$ cat src/rtl/cache_fill_fsm_param.sv
// Cache-miss handler: optional dirty-victim writeback, then a pipelined line refill.
// Reads are issued in order with a cap on outstanding requests.
module cache_fill_fsm_param #(
  parameter int ADDR_W  = 16,
  parameter int DATA_W  = 16,
  parameter int WORDS   = 8,
  parameter int MAX_OUT = 4,
  parameter bit WB_EN   = 1'b1
) (
  input  logic                     clk,
  input  logic                     rst_n,
  input  logic                     miss_detected,
  input  logic [ADDR_W-1:0]        miss_address,
  input  logic                     victim_dirty,
  input  logic [ADDR_W-1:0]        victim_address,
  output logic                     mem_req_valid,
  output logic                     mem_req_write,
  output logic [ADDR_W-1:0]        mem_req_addr,
  output logic [DATA_W-1:0]        mem_req_wdata,
  input  logic                     mem_req_ready,
  input  logic                     mem_rdata_valid,
  input  logic [DATA_W-1:0]        mem_rdata,
  output logic [$clog2(WORDS)-1:0] cache_rd_idx,
  input  logic [DATA_W-1:0]        cache_rd_data,
  output logic                     write_data_array,
  output logic [$clog2(WORDS)-1:0] cache_array_addr,
  output logic [DATA_W-1:0]        cache_array_data,
  output logic                     write_tag_array,
  output logic                     write_valid_bit,
  output logic                     clear_dirty_bit,
  output logic                     fsm_busy,
  output logic                     fill_done
);

  localparam int IDX_W    = $clog2(WORDS);
  localparam int BO       = $clog2(DATA_W / 8);
  localparam int LINE_LSB = IDX_W + BO;
  localparam int OUT_W    = $clog2(MAX_OUT) + 1;

  localparam logic [IDX_W:0] CNT_ONE  = (IDX_W+1)'(1);
  localparam logic [IDX_W:0] CNT_FULL = (IDX_W+1)'(WORDS);
  localparam logic [IDX_W:0] CNT_LAST = (IDX_W+1)'(WORDS - 1);
  localparam logic [OUT_W-1:0] OUT_ONE = OUT_W'(1);
  localparam logic [OUT_W-1:0] OUT_MAX = OUT_W'(MAX_OUT);
  localparam logic [ADDR_W-1:0] LINE_MASK = {ADDR_W{1'b1}} << LINE_LSB;

  typedef enum logic [1:0] {
    IDLE,
    WB,
    FILL
  } state_t;

  state_t state, state_n;

  logic [IDX_W:0]    wb_cnt, wb_n;
  logic [IDX_W:0]    iss_cnt, iss_n;
  logic [IDX_W:0]    ret_cnt, ret_n;
  logic [OUT_W-1:0]  out_cnt, out_n;
  logic [ADDR_W-1:0] miss_base, miss_n;
  logic [ADDR_W-1:0] vict_base, vict_n;
  logic              acc, ret;

  always_ff @(posedge clk or negedge rst_n) begin
    if (!rst_n) begin
      state     <= IDLE;
      wb_cnt    <= '0;
      iss_cnt   <= '0;
      ret_cnt   <= '0;
      out_cnt   <= '0;
      miss_base <= '0;
      vict_base <= '0;
    end else begin
      state     <= state_n;
      wb_cnt    <= wb_n;
      iss_cnt   <= iss_n;
      ret_cnt   <= ret_n;
      out_cnt   <= out_n;
      miss_base <= miss_n;
      vict_base <= vict_n;
    end
  end

  always_comb begin
    state_n          = state;
    wb_n             = wb_cnt;
    iss_n            = iss_cnt;
    ret_n            = ret_cnt;
    out_n            = out_cnt;
    miss_n           = miss_base;
    vict_n           = vict_base;
    acc              = 1'b0;
    ret              = 1'b0;
    mem_req_valid    = 1'b0;
    mem_req_write    = 1'b0;
    mem_req_addr     = '0;
    mem_req_wdata    = '0;
    cache_rd_idx     = '0;
    write_data_array = 1'b0;
    cache_array_addr = '0;
    cache_array_data = '0;
    write_tag_array  = 1'b0;
    write_valid_bit  = 1'b0;
    clear_dirty_bit  = 1'b0;
    fsm_busy         = 1'b0;
    fill_done        = 1'b0;

    unique case (state)
      IDLE: begin
        if (miss_detected) begin
          miss_n  = miss_address & LINE_MASK;
          vict_n  = victim_address & LINE_MASK;
          state_n = (WB_EN && victim_dirty) ? WB : FILL;
        end
      end
      WB: begin
        fsm_busy      = 1'b1;
        mem_req_valid = 1'b1;
        mem_req_write = 1'b1;
        mem_req_addr  = vict_base + (ADDR_W'(wb_cnt) << BO);
        cache_rd_idx  = wb_cnt[IDX_W-1:0];
        mem_req_wdata = cache_rd_data;
        if (mem_req_ready) begin
          wb_n = wb_cnt + CNT_ONE;
          if (wb_cnt == CNT_LAST) state_n = FILL;
        end
      end
      FILL: begin
        fsm_busy      = 1'b1;
        mem_req_valid = (iss_cnt < CNT_FULL) && (out_cnt < OUT_MAX);
        mem_req_addr  = miss_base + (ADDR_W'(iss_cnt) << BO);
        acc           = mem_req_valid && mem_req_ready;
        ret           = mem_rdata_valid && (ret_cnt < CNT_FULL);
        if (acc) iss_n = iss_cnt + CNT_ONE;
        // accept and return together leave the outstanding count unchanged
        if (acc && !ret) out_n = out_cnt + OUT_ONE;
        else if (ret && !acc) out_n = out_cnt - OUT_ONE;
        if (ret) begin
          write_data_array = 1'b1;
          cache_array_addr = ret_cnt[IDX_W-1:0];
          cache_array_data = mem_rdata;
          ret_n            = ret_cnt + CNT_ONE;
        end
        if (ret && ret_cnt == CNT_LAST) begin
          write_tag_array = 1'b1;
          write_valid_bit = 1'b1;
          clear_dirty_bit = 1'b1;
          fill_done       = 1'b1;
          state_n         = IDLE;
          wb_n            = '0;
          iss_n           = '0;
          ret_n           = '0;
          out_n           = '0;
        end
      end
      default: state_n = IDLE;
    endcase
  end

endmodule

$ cat config.mk
export PLATFORM = sky130hd
export DESIGN_NAME = cache_fill_fsm_param
export DESIGN_NICKNAME = d
export VERILOG_FILES = /design/src/rtl/cache_fill_fsm_param.sv
export SDC_FILE = /design/constraint.sdc
export NUM_CORES = 1
export LEC_CHECK = 0
export BUFFER_PORTS_ARGS = -buffer_cell sky130_fd_sc_hd__buf_2
export CORE_AREA = 2 2 85 87
export CTS_CLUSTER_SIZE = 12
export DETAILED_ROUTE_END_ITERATION = 6
export DIE_AREA = 0 0 87 89
export PLACE_DENSITY = 0.81
export SLEW_MARGIN = 20
export SYNTH_ARGS = -nofsm -noshare
export SYNTH_HDL_FRONTEND = slang
export SYNTH_SLANG_ARGS = --single-unit
$ cat constraint.sdc
create_clock -name clk -period 1.8 [get_ports clk]
set_input_delay 0.18 -clock clk [delete_from_list [all_inputs] [get_ports clk]]
set_output_delay 0.18 -clock clk [all_outputs]
set_load 0.05 [all_outputs]
# Word-level counts from Yosys, hierarchy flattened
# Cells that the tools add are included.
dict set report op_classes {
  muxes 30
  n_bitwise 0
  n_div 0
  eq_ne 8
  order_cmp 3
  reduce_logical 20
  multipliers 0
  addsub 7
  shift 0
}
# operator count
set ops {}
lappend ops {{$mux W16} 3}
lappend ops {{$add A16 B5 Y16} 2}
lappend ops {{$pmux W16 S2} 1}
lappend ops {{$mux W4} 6}
lappend ops {{$mux W3} 6}
lappend ops {{$add A4 B1 Y4 const B} 3}
lappend ops {{$mux W2} 5}
lappend ops {{$eq A4 B3 Y1 const B} 2}
lappend ops {{$lt A4 B4 Y1 const B} 2}
lappend ops {{$ne A2 B2 Y1 const B} 4}
lappend ops {{$pmux W4 S2} 1}
lappend ops {{$reduce_and A2 Y1} 4}
lappend ops {{$logic_and A1 B1 Y1} 6}
lappend ops {{$mux W1} 6}
lappend ops {{$pmux W2 S3} 1}
lappend ops {{$reduce_bool A2 Y1} 3}
lappend ops {{$reduce_and A4 Y1} 1}
lappend ops {{$add A3 B1 Y3 const B} 1}
lappend ops {{$lt A3 B3 Y1 const B} 1}
lappend ops {{$reduce_and A3 Y1} 1}
lappend ops {{$reduce_bool A3 Y1} 1}
lappend ops {{$sub A3 B1 Y3 const B} 1}
lappend ops {{$eq A2 B1 Y1 const B} 1}
lappend ops {{$eq A2 B2 Y1 const B} 1}
lappend ops {{4 further kinds} 5}
dict set report word_totals {
  regBits 41
  latchBits 0
  rom_bits 0
  memories 0
  mem_bits_rw 0
}

# Depth between registers and ports, before layout
dict set report depth {
  word_depth 8
  ltp_mapped 8
  ltp_nobuf 7
}

# Worst setup path after synthesis
# OpenSTA, ideal clock, no wires.
dict set report synth_timing {
  kind {register -> output}
  from {register state[1]}
  to {output mem_req_addr[11]}
  slack_ns -1.153
  path_stages_with_launch 7
  arrival_ns 2.773
  path_cell_list {dfrtp_1 inv_1 ha_1 clkbuf_1 clkbuf_1 o21ai_0 a21boi_0}
}
dict set report synth_between {
  elab_chain_cells 2
  word_cells_on_any_way 3
  classes_between {eq/ne: 2; mux: 1}
}
# element line
set synth_rtl {}
lappend synth_rtl {{from (decl)} 53} ;# state_t state, state_n;
lappend synth_rtl {{from (signal assigned)} 73} ;# state <= state_n;
lappend synth_rtl {{$eq A2 B2 Y1 / $eq A2 B1 Y1 (equally long branches)} 107} ;# unique case (state)
lappend synth_rtl {{$pmux W16 S2 (*)} 107}
lappend synth_rtl {{to (decl)} 18} ;# output logic [ADDR_W-1:0] mem_req_addr,
# Mark *: on every way between the ends. The rest lies on a longest branch, timed or not.

# Worst setup path after layout
dict set report layout_timing {
  from {register miss_base[4]}
  to {output mem_req_addr[15]}
}
dict set report layout_between {
  elab_chain_cells 2
}
# element line
set layout_rtl {}
lappend layout_rtl {{from (decl)} 59} ;# logic [ADDR_W-1:0] miss_base, miss_n;
lappend layout_rtl {{from (signal assigned)} 78} ;# miss_base <= miss_n;
lappend layout_rtl {{$add A16 B5 Y16} 130} ;# mem_req_addr = miss_base + (ADDR_W'(iss_cnt) << BO);
lappend layout_rtl {{$pmux W16 S2} 107}
# Every way passes these cells.

==> impl_summary.txt <==
----------------------------------------------------
[Status]
  Failing checks ... setup timing
  Status ... finished with violations

[Yosys]
  Number of enable flip-flop cells after synthesis ... 0
  Mapped Avg Cell Area ... approximately 9.5 um2
  Dominant register cell in the synthesized netlist ... dfrtp_1
  Count of state elements after synthesis ... just over 40
  Cells taking the most area after synthesis ... dfrtp_1, mux2_2, and2_1, ha_1, nor2b_1
  Post-synth cell types ... 51
  Yosys top cell area share ... a little over a third
  Area of the mapped netlist ... around 2900 um2
  Sequential area share after synthesis ... between 30% and 40%
  Gate count of the mapped netlist ... ~300
  Share of flip-flops with an asynchronous set or reset after synthesis ... 100%
  Cell type with the largest total area after synthesis ... dfrtp_1
  Yosys warning total ... 0
  Synth Net Count ... 386

[STA]
  Worst-case headroom to the max-slew limit ... between 60% and 70%
  Fmax ... slightly above 0.4 GHz
  Setup violators final ... 63
  Pins Over Slew Limit ... 0
  Worst Max-Slew Pin Slew ... 552 ps
  Minimum setup slack in the final design ... -631 ps
  Worst Skew ... about 12 ps
  Final critical-path required period ... 2430 ps
  Post-route worst hold slack ... 100 ps
  Unrepaired setup endpoints after global routing ... yes
  Final-report hold violation count ... 0
  Final critical-path share of the clock period ... 135%

[GRT]
  Antenna violations before repair ... 0
  First-pass GRT wire length ... 16,800 um
  Overflow left after global routing ... 0
  Maximum number of pins on one net before global-route repair ... 42
  Aggregate global-route resource usage ... between 20% and 30%
  Vias in the first global route ... between 3,000 and 4,000

[Finish]
  Antenna diodes ... 0
  Number of nets at the end of the flow ... between 500 and 600
  Design Area, Final ... approximately 5500 um2
  Fraction of layout instances using a drive strength above 1 ... between 70% and 80%
  Area Overhead vs Synth ... 92.5%
  Post-layout instance count excluding filler cells ... ~570

[Critical path]
  Crit. End Element ... output port
  CP Launch Type ... register
  Crit path required time ... ~1600 ps
  Critical path peak fanout ... 3
  Crit path arrival time ... between 2000 and 2500 ps
  WS Path Type ... register to output port

[Clock tree]
  CTS tree ... done
  Number of sinks driven by the clock tree ... 41
  Clock-pin slew of the registers on the worst-case setup and hold paths ... 90 ps
  Number of CTS-inserted buffers ... 5
  Latest clock arrival within the worst-skew pair ... between 300 and 400 ps
  CTS H-tree lvls ... 2
  Max Root-Sink Buffers ... 2
  Clock root buffer ... clkbuf_8

[Power]
  Switching power total ... around 5.1 mW
  Switching part of the total ... slightly below 50%
  Power share of the clock group ... slightly below 6%
  Worst voltage drop across the vdd grid ... around 1.1 mV
  Sequential Power Share ... 18.0%
  Leakage power of the design ... 2.50 nW
  Combinational share of power ... roughly 76%
  PwrDens ... ~1900 nW/um2
  Internal cell power ... ~5.4 mW

[Floorplan]
  Initial core utilization ... 42.8%
  # IOs ... 132
  Std-Cell Core Area ... roughly 6700 um2
  Site Rows ... 30
  Total die area ... ~7700 um2
  Die Ht ... 89 um
  Die outline width ... 87 um

[Placement]
  Post-DP Area ... 4170 um2
  Inst Count DP ... roughly 540
  Final RePlAce weighted congestion ... 0.838
  IO Port Bufs ... around 120
  Placed wire-length estimate after detailed placement ... about 6400 um

[Drt]
  Detailed-route wire length per cell ... around 22 um
  Initial DRC count ... 232
  Vias per cell ... between 5 and 6
  Detailed-router iteration count before antenna repair ... 5
  Total via count in the routed design ... approximately 3,400
  Count of antenna-violating nets left after detailed routing ... 0
  # DRC ... 0
  DRT Wirelength ... 12,600 um

[Run]
  Number of violations of the max-capacitance limit ... 0

[Worst hold path]
  Hold WC Path Type ... input pin to register

----------------------------------------------------
flip-flops by register name, indices dropped and copies added (netlist names):
name / count
miss_base: 12
wb_cnt: 4
vict_base: 12
out_cnt: 3
iss_cnt: 4
ret_cnt: 4
state: 2
critical path: stages, from the launching register on:
cell and delay (ps):
dfrtp_1 390, ha_2 240, nand4_1 140, or4_4 560, and3_4 170, o31a_4 290, buf_8 150
synthesized netlist by cell type, drive strengths merged (2+ instances only):
master  count
a21boi      6
a21o        2
a21oi      11
a22oi       5
and2       38
and3        3
and4        3
and4b       2
buf         6
clkbuf     13
dfrtp      41
ha         11
inv        11
mux2       27
mux2i       3
nand2      16
nand2b      3
nand3       8
nand4       8
nor2        7
nor2b      14
nor3        5
nor3b       3
o21a        4
o21ai      13
o31a        3
o31ai       5
or4         4
xnor2       7
xor2        6
power groups by stage:
stage / combinational, mW / sequential [mW] / clock [mW]
after floorplan: 3.75 / 1.81 / 0
after global placement: 5.39 / 1.74 / 0
after detailed placement: 5.56 / 1.78 / 0
after CTS: 6.92 / 1.80 / 0.629
after global routing: 8.29 / 1.92 / 0.671
final: 7.98 / 1.89 / 0.623
path summary, 6_finish.rpt:
kind                                   from                to  slack [ps]  cells past startpoint
max                            miss_base[4]  mem_req_addr[15]        -630                      6
max in group asynchronous             rst_n      vict_base[9]         910                      3
max reg2reg                        state[0]         wb_cnt[3]        -190                      8
min                        miss_address[14]     miss_base[14]         100                      2
min reg2reg                      out_cnt[0]        out_cnt[0]         510                      1
min in group asynchronous             rst_n      miss_base[9]         490                      3
cell families (layout without fill, tap and decap cells):
family                     count (synthesis)  in the layout  synth area share [%]
adders and majority gates                 12             12                  5.48
and+or+nand+nor                          116            116                  24.4
AOI/OAI and AO/OA                         60             60                  14.2
other                                      1              1                 0.130
DFF                                       41             41                  35.6
muxes                                     30             30                  11.6
buffers and inverters                     31            221                  4.61
xor gates and xnor gates                  13             13                  3.95
final cells by class:
cell class | count | area (um2)
clock inverters | 3 | 17.5
well taps | 80 | 100
repair buffers | 201 | 1830
flip-flops and latches | 41 | 1030
multi-input cells | 232 | 2460
clock buffers | 5 | 68.8
inverters | 12 | 45.0
fillers | 329 | 1180
timing repair:
action                                  4_1_cts  5_1_grt
endpoints found under the setup margin       55       69
hold buffers                                  1        0
cloned                                        3        0
gates resized for setup                     222       90
endpoints found under the hold margin        41        0
pin swaps                                    47       45
setup buffers                                15        9
per-layer routing:
metal,track usage (%),vias to the layer above,part of all wire (%)
li1,-,1445,-
met1,34.0,1659,36
met2,49.3,242,52
met3,5.36,62,7.9
met5,0,-,0
met4,11.6,0,4.7
metrics by stage:
stage	setup TNS, ps	utilization, %	power [mW]	setup slack [ps]
6_report	-9410	82.5	10.5	-631
5_1_grt	-11290	82.5	10.9	-624
4_1_cts	-4350	76.6	9.35	-502
3_5_place_dp	-1110	62.1	7.34	-237
3_3_place_gp	-625	62.1	7.13	-196
2_1_floorplan	-1020	-	5.56	-142
placed cells by master (no fill, tap or decap), types with 7 or more instances in the layout:
cell type,synthesis,layout
buf_2,1,62
buf_4,4,50
buf_6,0,45
dfrtp_1,41,41
buf_8,0,37
and2_4,0,32
mux2_2,27,27
nand2_1,16,15
nor2b_4,0,9
inv_1,11,8
nand4_1,7,7
No activity file was read; power rests on OpenSTA's default activity.
